File: config.mk
export PLATFORM = sky130hd
export DESIGN_NAME = arm_operand_stage
export DESIGN_NICKNAME = d
export VERILOG_FILES = /design/src/rtl/arm_operand_stage.sv
export SDC_FILE = /design/constraint.sdc
export NUM_CORES = 1
export LEC_CHECK = 0
export CORE_AREA = 2 2 139 141
export CTS_CLUSTER_DIAMETER = 80
export DETAILED_ROUTE_END_ITERATION = 6
export DIE_AREA = 0 0 141 143
export PLACE_DENSITY = 0.78
export SYNTH_ARGS = -nofsm -noshare
export SYNTH_HDL_FRONTEND = slang
export SYNTH_SLANG_ARGS = --single-unit
File: constraint.sdc
create_clock -name clk -period 4.15 [get_ports clk]
set_input_delay 0.83 -clock clk [delete_from_list [all_inputs] [get_ports clk]]
set_output_delay 0.83 -clock clk [all_outputs]
set_load 0.01 [all_outputs]
File: src/rtl/arm_operand_stage.sv
`default_nettype none
// ============================================================================
//  Module   : arm_operand_stage
//  Purpose  : Operand-resolution stage between decode and execute. Resolves
//             each register read port against a prioritised set of
//             forwarding sources, detects load-use style hazards, and holds
//             the issued instruction in a single output register with
//             valid/ready handshaking. Also tracks a sticky halt flag and a
//             saturating count of hazard-stall cycles.
//  Ports    :
//    clk, rst        - clock, synchronous active-high reset
//    in_valid/ready  - decode-side handshake; in_ctrl, in_halt payload
//    rd_num/use      - per-port register number (4 bits) and use flag
//    rf_data         - per-port register-file read data
//    fwd_we/rd/      - per-source write enable, destination, pending flag
//    pending/data      and result data (index 0 = youngest)
//    flush           - kill output register and current acceptance
//    out_valid/ready - execute-side handshake; out_ctrl, out_opnd payload
//    halted          - sticky halt flag
//    stall_cnt       - saturating hazard-stall cycle counter
//  Revision : 1.0  initial release
// ============================================================================
module arm_operand_stage #(
  parameter int         NUM_RD  = 3,
  parameter int         NUM_FWD = 2,
  parameter int         DATA_W  = 32,
  parameter int         CTRL_W  = 24,
  parameter int         CNT_W   = 16,
  parameter logic [3:0] PC_REG  = 4'd15
) (
  input  logic                      clk,
  input  logic                      rst,
  input  logic                      in_valid,
  output logic                      in_ready,
  input  logic [CTRL_W-1:0]         in_ctrl,
  input  logic                      in_halt,
  input  logic [4*NUM_RD-1:0]       rd_num,
  input  logic [NUM_RD-1:0]         rd_use,
  input  logic [DATA_W*NUM_RD-1:0]  rf_data,
  input  logic [NUM_FWD-1:0]        fwd_we,
  input  logic [4*NUM_FWD-1:0]      fwd_rd,
  input  logic [NUM_FWD-1:0]        fwd_pending,
  input  logic [DATA_W*NUM_FWD-1:0] fwd_data,
  input  logic                      flush,
  output logic                      out_valid,
  input  logic                      out_ready,
  output logic [CTRL_W-1:0]         out_ctrl,
  output logic [DATA_W*NUM_RD-1:0]  out_opnd,
  output logic                      halted,
  output logic [CNT_W-1:0]          stall_cnt
);

  // --------------------------------------------------------------------------
  // Operand resolution
  // --------------------------------------------------------------------------
  logic [DATA_W*NUM_RD-1:0] opnd_fwd;
  logic [NUM_RD-1:0]        port_hazard;
  logic                     hazard;

  for (genvar p = 0; p < NUM_RD; p++) begin : g_port
    logic [3:0]        num;
    logic [DATA_W-1:0] sel_data;
    logic              sel_pend;

    assign num = rd_num[4*p +: 4];

    // Scan from oldest to youngest so the youngest (lowest-index) match
    // overwrites any older one. Only the selected source's pending flag
    // matters; an older pending result that is shadowed is irrelevant.
    always_comb begin
      sel_data = rf_data[DATA_W*p +: DATA_W];
      sel_pend = 1'b0;
      for (int s = NUM_FWD - 1; s >= 0; s--) begin
        if (rd_use[p] && fwd_we[s] && (fwd_rd[4*s +: 4] == num) && (num != PC_REG)) begin
          sel_data = fwd_data[DATA_W*s +: DATA_W];
          sel_pend = fwd_pending[s];
        end
      end
    end

    assign opnd_fwd[DATA_W*p +: DATA_W] = sel_data;
    assign port_hazard[p]               = sel_pend;
  end : g_port

  assign hazard = |port_hazard;

  // --------------------------------------------------------------------------
  // Handshake
  // --------------------------------------------------------------------------
  logic                     out_valid_q, out_valid_d;
  logic [CTRL_W-1:0]        out_ctrl_q,  out_ctrl_d;
  logic [DATA_W*NUM_RD-1:0] out_opnd_q,  out_opnd_d;
  logic                     halted_q,    halted_d;
  logic [CNT_W-1:0]         stall_cnt_q, stall_cnt_d;
  logic                     slot_free;
  logic                     accept;
  logic                     stall_inc;

  assign slot_free = ~out_valid_q | out_ready;
  assign in_ready  = ~rst & ~halted_q & ~hazard & slot_free & ~flush;
  assign accept    = in_valid & in_ready;
  assign stall_inc = in_valid & hazard & ~flush & ~halted_q;

  // --------------------------------------------------------------------------
  // Next-state logic
  // --------------------------------------------------------------------------
  always_comb begin
    out_valid_d = out_valid_q;
    out_ctrl_d  = out_ctrl_q;
    out_opnd_d  = out_opnd_q;
    halted_d    = halted_q;
    stall_cnt_d = stall_cnt_q;

    if (flush) begin
      // accept is already suppressed by flush through in_ready
      out_valid_d = 1'b0;
    end else if (accept) begin
      if (in_halt) begin
        // A halt is consumed here and never reaches execute
        halted_d    = 1'b1;
        out_valid_d = 1'b0;
      end else begin
        out_valid_d = 1'b1;
        out_ctrl_d  = in_ctrl;
        out_opnd_d  = opnd_fwd;
      end
    end else if (out_ready) begin
      // Consumed with nothing behind it: bubble, payload left as-is
      out_valid_d = 1'b0;
    end

    if (stall_inc && (stall_cnt_q != {CNT_W{1'b1}})) begin
      stall_cnt_d = stall_cnt_q + 1'b1;
    end
  end

  // --------------------------------------------------------------------------
  // State registers
  // --------------------------------------------------------------------------
  always_ff @(posedge clk) begin
    if (rst) begin
      out_valid_q <= 1'b0;
      out_ctrl_q  <= '0;
      out_opnd_q  <= '0;
      halted_q    <= 1'b0;
      stall_cnt_q <= '0;
    end else begin
      out_valid_q <= out_valid_d;
      out_ctrl_q  <= out_ctrl_d;
      out_opnd_q  <= out_opnd_d;
      halted_q    <= halted_d;
      stall_cnt_q <= stall_cnt_d;
    end
  end

  assign out_valid = out_valid_q;
  assign out_ctrl  = out_ctrl_q;
  assign out_opnd  = out_opnd_q;
  assign halted    = halted_q;
  assign stall_cnt = stall_cnt_q;

endmodule : arm_operand_stage
`default_nettype wire
# Word-level counts from Yosys, hierarchy flattened
# Cells that the tools add are included.
[totals]
reg_bits = 138
latchBits = 0
mem_bits_rw = 0
romBits = 0
input_bits = 217
memories = 0
[op_classes]
n_addsub = 1
multipliers = 0
div_mod_pow = 0
order_cmp = 0
eq_ne = 10
shifts = 0
muxes = 15
bitwise = 15
n_reduce_logical = 24
[op_table]
columns = ["cell", "n"]
rows = [
  ["32-bit two-way mux", 6],
  ["4-bit == test", 6],
  ["1-bit logical AND", 19],
  ["16-bit by 1-bit adder with 16-bit output (second input constant)", 1],
  ["16-bit != test (second input constant)", 1],
  ["4-bit != test (second input constant)", 3],
  ["1-bit two-way mux", 9],
  ["1-bit AND", 8],
  ["1-bit inverter", 6],
  ["3-bit AND reduction", 2],
  ["3-bit OR reduction", 1],
  ["2-bit nonzero test", 1],
  ["2-bit OR reduction", 1],
  ["1-bit OR", 1],
]

# Depth between registers and ports, before layout
# Gate-level depths: netlist of run 1.
[logic_depth]
depth_word = 12
mapped_depth = 9
ltp_nobuf = 8

# Least setup slack after synthesis of run 1
# OpenSTA, ideal clock, no wires.
[synth_timing]
path_type = "input port to output port"
startpoint = "input rd_num[2]"
endpoint = "output in_ready"
arrival_time_ns = 2.315
path_slack_ns = 1.005
stages = 6
path_buffers = 0
cell_sequence = "xor2_1 nor3_1 nand3_1 a222oi_1 o21a_1 and4b_1"
[synth_via]
elab_chain_cells = 10
elab_cells_between_ends = 14
classes_between = "3 x eq/ne; 2 x mux; 4 x bitwise; 5 x reduce/logical"
[synth_rtl]
columns = ["element", "line", "source"]
rows = [
  ["start, declared", "37", "input logic [4*NUM_RD-1:0] rd_num,"],
  ["4-bit == test", "74", "if (rd_use[p] && fwd_we[s] && (fwd_rd[4*s +: 4] == num) && (num != PC_REG)) begin"],
  ["1-bit logical AND (2 in series)", "74", ""],
  ["1-bit two-way mux", "74", ""],
  ["1-bit two-way mux (*)", "74", ""],
  ["3-bit OR reduction (*)", "85", "assign hazard = |port_hazard;"],
  ["1-bit inverter (*)", "100", "assign in_ready = ~rst & ~halted_q & ~hazard & slot_free & ~flush;"],
  ["1-bit AND (*) (3 in series)", "100", ""],
  ["end, declared", "34", "output logic in_ready,"],
]
# Mark *: on every way between the ends. The rest lies on a longest branch, timed or not.

# Worst setup path in the final report of run 1
[layout_timing]
startpoint = "input rd_num[9]"
endpoint = "output in_ready"
# Same word-level chain as after synthesis.

==> results.yml, run 1 <==
outcome:
  status: "finished, final reports clean"
global_routing:
  grt_antenna_before_repair: 0
  grt_max_degree: 86
  grt_pass1_vias: 7796
  grt_overflow: 0
  grt_pass1_wl_mm: 41.6
  grtUsageTotal_pct: 26.3
synth:
  synthTopCellsByArea: "dfxtp_1, nand2_1, o211ai_1, a21oi_1, mux2i_1"
  syn-cell-area_mm2: 0.00716
  yosysSeqAreaShare_pct: 38.6
  synth_top_area_share_pct: 38.6
  synthCells: 941
  yosysTopAreaCell: "dfxtp_1"
  synthDistinctLibCells: 39
  syn_nets: 1159
  yosys_register_bits: 138
  syn_area_per_cell_um2: 7.61
  synth_warnings: 0
worst_hold_path:
  min_to: "out_ctrl[12]"
  hold_class: "flip-flop to flip-flop"
  min_from: "out_ctrl[12]"
  whs_path_depth: 2
setup_path:
  critical_path_class: "input pin to output port"
  end_kind: "output port"
  slowest_stage: "clkdlybuf4s50_1"
  cp-start-kind: "input pin"
  critPathMaxStageDelay_ns: 0.54
  r2r_slack_ns: 1.50
  critPathBufInv: 2
  crit_chain: "clkdlybuf4s50_1 > xnor2_1 > nand3_1 > or2_2 > a222oi_1 > o21a_2 > and4b_1 > clkdlybuf4s50_1"
  cp_max_fo: 3
  r2r_cells: 8
  crit_family: "buffers and inverters"
  cp_common_cell: "clkdlybuf4s50_1"
  worstPathRequired_ns: 3.32
  r2r_start: "stall_cnt[0]"
  arrival_ns: 3.25
  rr_endpoint: "stall_cnt[6]"
run:
  cap_violations: 0
route:
  dr.pass1.iters: 7
  routedWlPerCell_um: 17.9
  drt_iter0_markers: 382
  viasPerCell: 5.39
  drc: 0
  drtAntennaViolNets: 0
  vias: 8148
  routed_wl_mm: 27.0
clock_network:
  clk_pin_slew_ns: 0.06
  clk_path_buf_depth: 2
  htreeDepth: 4
  cts-root-buf: "clkbuf_16"
  cts_tree: "done"
  cts_hold_buffers: 0
  cts_inserted_buffers: 17
  clock_latency_ns: 0.42
  cts.sinks: 138
pwr:
  powerDensity_mw_per_mm2: 303
  p_leak_uw: 0.00437
  peakVddDrop_uv: 281
layout:
  drive_gt1_share_pct: 5.25
  final_cell_mix: "clkdlybuf4s50_1, nand2_1, dfxtp_1"
  finish.instance_area_mm2: 0.0116
  utilization_pct: 62.5
  area_growth_pct: 62.3
  nNetsFinal: 1482
  diodes: 0
  final_common_cell: "clkdlybuf4s50_1"
sta:
  slew_headroom_pct: 46.7
  worst_clock_skew_ns: 0.0104
  hold_slack_ns: 0.452
  finalCritPeriodShare_pct: 98.2
  fin_ws_ns: 0.0737
  tightest_slew_ns: 0.799
  rsz0062_at_grt: "false"
  setup-violations-final: 0
  report.final.slew_viol_count: 0
  hold_viol_final: 0
  timing.fmax_mhz: 245
  finalSetupTns_ns: 0
  layout_min_cycle_time_ns: 4.08
floorplanning:
  initial_core_util_pct: 38.5
  num_rows: 50
  die_w_um: 141
  die_area_mm2: 0.0202
  io_pins: 356
  coreArea_mm2: 0.0186
  die_h_um: 143
place:
  gp_congestion: 0.871
  pre_cts_ws_ns: -0.131
  io_buffers: 355
  dp_hpwl_mm: 19.2
  postPlaceCellArea_mm2: 0.0109
metal layers:
layer	vias up	GRT usage, %	routed length (µm)
met5	-	0	0
met4	0	11.5	929
met3	64	7.48	2260
met2	378	45.7	13100
met1	3735	30.3	10700
li1	3971	-	-
flip-flops by register name, indices dropped and copies added, names as in the netlist:
| name | cells |
|---|---|
| halted | 1 |
| out_ctrl | 24 |
| out_opnd | 96 |
| out_valid | 1 |
| stall_cnt | 16 |
how the worst max path moves through the flow:
stage	from	end	slack [ns]	cells past startpoint
after detailed placement	fwd_rd[3]	in_ready	-0.13	8
after CTS	fwd_rd[3]	in_ready	0.01	8
after global routing	rd_num[8]	in_ready	0.003	8
final	rd_num[9]	in_ready	0.07	8
after floorplan	rd_num[2]	in_ready	1.00	6
after global placement	fwd_rd[3]	in_ready	-0.11	8
metrics by stage:
stage	total power [µW]	cells
floorplan	1580	941
global placement	1920	1477
detailed placement	1930	1477
CTS	3550	1510
global route	3670	1511
finish	3520	1511
kinds of logic after synthesis:
logic type	synth area share (%)
compound gates	21.7
fa+ha+maj	0.175
flops	38.6
buf+inv	4.58
xor+xnor	3.18
mux	9.40
simple gates	22.4
cell type report:
class	instances	area (µm²)
Timing Repair Buffer	380	3810
Multi-Input combinational cell	722	4110
Sequential cell	138	2760
Inverter	5	18.8
Fill cell	1640	6960
Clock inverter	13	181
Clock buffer	19	443
Tap cell	234	293
synth_stat cells, drive strengths merged:
cell    count
nand3      38
nand2     285
nor3        4
o21a        3
nor4b       2
a21boi      1
nor2       10
mux2i      65
inv         5
o311ai      2
or4         4
and4b       1
buf        23
or3         9
a31oi       2
dfxtp     138
nor4        4
o31ai       4
o211a       1
o211ai     97
o21ai       8
nand2b      1
xnor2       9
clkbuf     53
nor3b       1
xor2       17
and3        3
nand4       9
or2         1
and4        2
nor2b       2
mux2        2
a21oi     131
a41oi       2
ha          1
a222oi      1
worst min-delay path: stages (launching register included):
cell     delay, ns
dfxtp_1       0.31
nand2_1       0.05
a21oi_1       0.05
power breakdown:
part | internal, µW | total (µW) | switching [µW]
clock | 981 | 1620 | 640
combinational | 310 | 538 | 228
sequential | 1350 | 1360 | 13.3
repair_timing:
| action | in CTS | in global routing |
|---|---|---|
| setup buffers | 1 | 1 |
| resized for setup | 3 | 9 |
| gates cloned | 0 | 0 |
| setup endpoints to repair | 1 | 1 |
| pin swaps | 2 | 4 |
(Power assumes the default switching activity.)
==> inputs of run 2 (changes only) <==
SKIP_CTS_REPAIR_TIMING = 1   (was unset)
==> run 2 against run 1 <==
Final area barely moved. Wire length rose by 0.20%. Worst setup slack improved by 0.34 ns. Critical endpoint unchanged. Sequential share of layout area barely moved. Global-route usage barely moved. Critical path type unchanged. First-iteration DRC count rose by 14%.
==> results.yml, run 2 (synthesis gave the netlist of run 1 again) <==
outcome:
  status: "finished, final reports clean"
worst_hold_path:
  min_from: "out_ctrl[12]"
  hold_class: "flip-flop to flip-flop"
floorplanning:
  coreArea_mm2: 0.0186
  initial_core_util_pct: 38.5
  die_area_mm2: 0.0202
  die_h_um: 143
  io_pins: 356
  die_w_um: 141
  num_rows: 50
route:
  vias: 8175
  drc: 0
  drtAntennaViolNets: 0
  viasPerCell: 5.41
  drt_iter0_markers: 436
  routed_wl_mm: 27.0
  routedWlPerCell_um: 17.9
  dr.pass1.iters: 5
clock_network:
  cts_tree: "done"
  clk_pin_slew_ns: 0.06
  htreeDepth: 4
  cts_inserted_buffers: 17
  cts-root-buf: "clkbuf_16"
  clock_latency_ns: 0.42
  cts.sinks: 138
  clk_path_buf_depth: 2
pwr:
  sequentialPowerShare_pct: 38.7
  switching_share_pct: 25.0
  powerDensity_mw_per_mm2: 304
  peakVddDrop_uv: 279
  internal_power_uw: 2640
  p_switching_uw: 882
  clkPwrFrac_pct: 46.0
  p_leak_uw: 0.00437
  power.share.combinational_pct: 15.3
sta:
  finalCritPeriodShare_pct: 90.0
  slew_headroom_pct: 46.6
  hold_viol_final: 0
  hold_slack_ns: 0.452
  layout_min_cycle_time_ns: 3.74
  report.final.slew_viol_count: 0
  setup-violations-final: 0
  timing.fmax_mhz: 268
  tightest_slew_ns: 0.802
  worst_clock_skew_ns: 0.00900
  rsz0062_at_grt: "false"
setup_path:
  end_kind: "output port"
  worstPathRequired_ns: 3.32
  cp-start-kind: "input pin"
  cp_max_fo: 3
  critical_path_class: "input pin to output port"
  cp-startpoint: "rd_num[9]"
  r2r_start: "stall_cnt[0]"
  arrival_ns: 2.91
place:
  postPlaceCellArea_mm2: 0.0109
  gp_congestion: 0.871
  dp_hpwl_mm: 19.2
  io_buffers: 355
global_routing:
  grt_antenna_before_repair: 0
  grt_pass1_wl_mm: 41.6
  grt_overflow: 0
  grt_max_degree: 86
  grt_pass1_vias: 7791
  grtUsageTotal_pct: 26.3
layout:
  nNetsFinal: 1481
  drive_gt1_share_pct: 5.17
  final_cell_mix: "clkdlybuf4s50_1, nand2_1, dfxtp_1"
  utilization_pct: 62.5
  n_fill_cell: 1642
  diodes: 0
  area_growth_pct: 62.2
  finish.instance_area_mm2: 0.0116
  final_common_cell: "clkdlybuf4s50_1"
  largest_reg_flops: 96
run:
  cap_violations: 0
[run 2: power by group through the flow]
stage	logic, µW	registers [µW]	clock network (µW)
after floorplan	176	1410	0
after global placement	530	1390	0
after detailed placement	533	1390	0
after CTS	536	1360	1650
after global routing	581	1370	1720
final	537	1360	1620
[run 2: per-layer routing]
layer  track usage [%]  wire length (µm)  share of wire, %
met4              11.9               959               3.5
met3              7.41              2360               8.7
met1              30.3             10600                39
met5                 0                 0                 0
met2              45.4             13100                48
[run 2: stage by stage]
| stage | worst slack [ns] | total power [µW] | TNS [ns] | cells |
|---|---|---|---|---|
| 3_5_place_dp | -0.131 | 1930 | -0.131 | 1477 |
| 4_1_cts | -0.146 | 3550 | -0.146 | 1509 |
| 2_1_floorplan | 1.00 | 1580 | 0 | 941 |
| 6_report | 0.414 | 3520 | 0 | 1510 |
| 3_3_place_gp | -0.114 | 1920 | -0.114 | 1477 |
| 5_1_grt | 0.285 | 3670 | 0 | 1510 |
[run 2: layout make-up]
| type | count | area, µm² | area share (%) |
|---|---|---|---|
| clock inverters | 13 | 181 | 1.56 |
| multi-input cells | 722 | 4110 | 35.4 |
| clock buffers | 19 | 443 | 3.82 |
| flip-flops and latches | 138 | 2760 | 23.8 |
| inverters | 5 | 18.8 | 0.162 |
| well taps | 234 | 293 | 2.52 |
| repair buffers | 379 | 3800 | 32.7 |
[run 2: worst max-delay path, stage by stage]
cell and delay, ns:
clkdlybuf4s50_1 0.54, xnor2_1 0.13, nand3_1 0.11, or2_2 0.31
a222oi_1 0.37, o21a_2 0.26, and4b_1 0.20, dlymetal6s2s_1 0.16
[run 2: worst paths after layout]
kind / end / depth (start not counted) / slack, ns
hold reg to reg: out_ctrl[12] / 2 / 0.45
hold / removal: out_ctrl[12] / 2 / 0.45
setup / recovery: in_ready / 8 / 0.41
setup reg to reg: stall_cnt[6] / 8 / 1.53
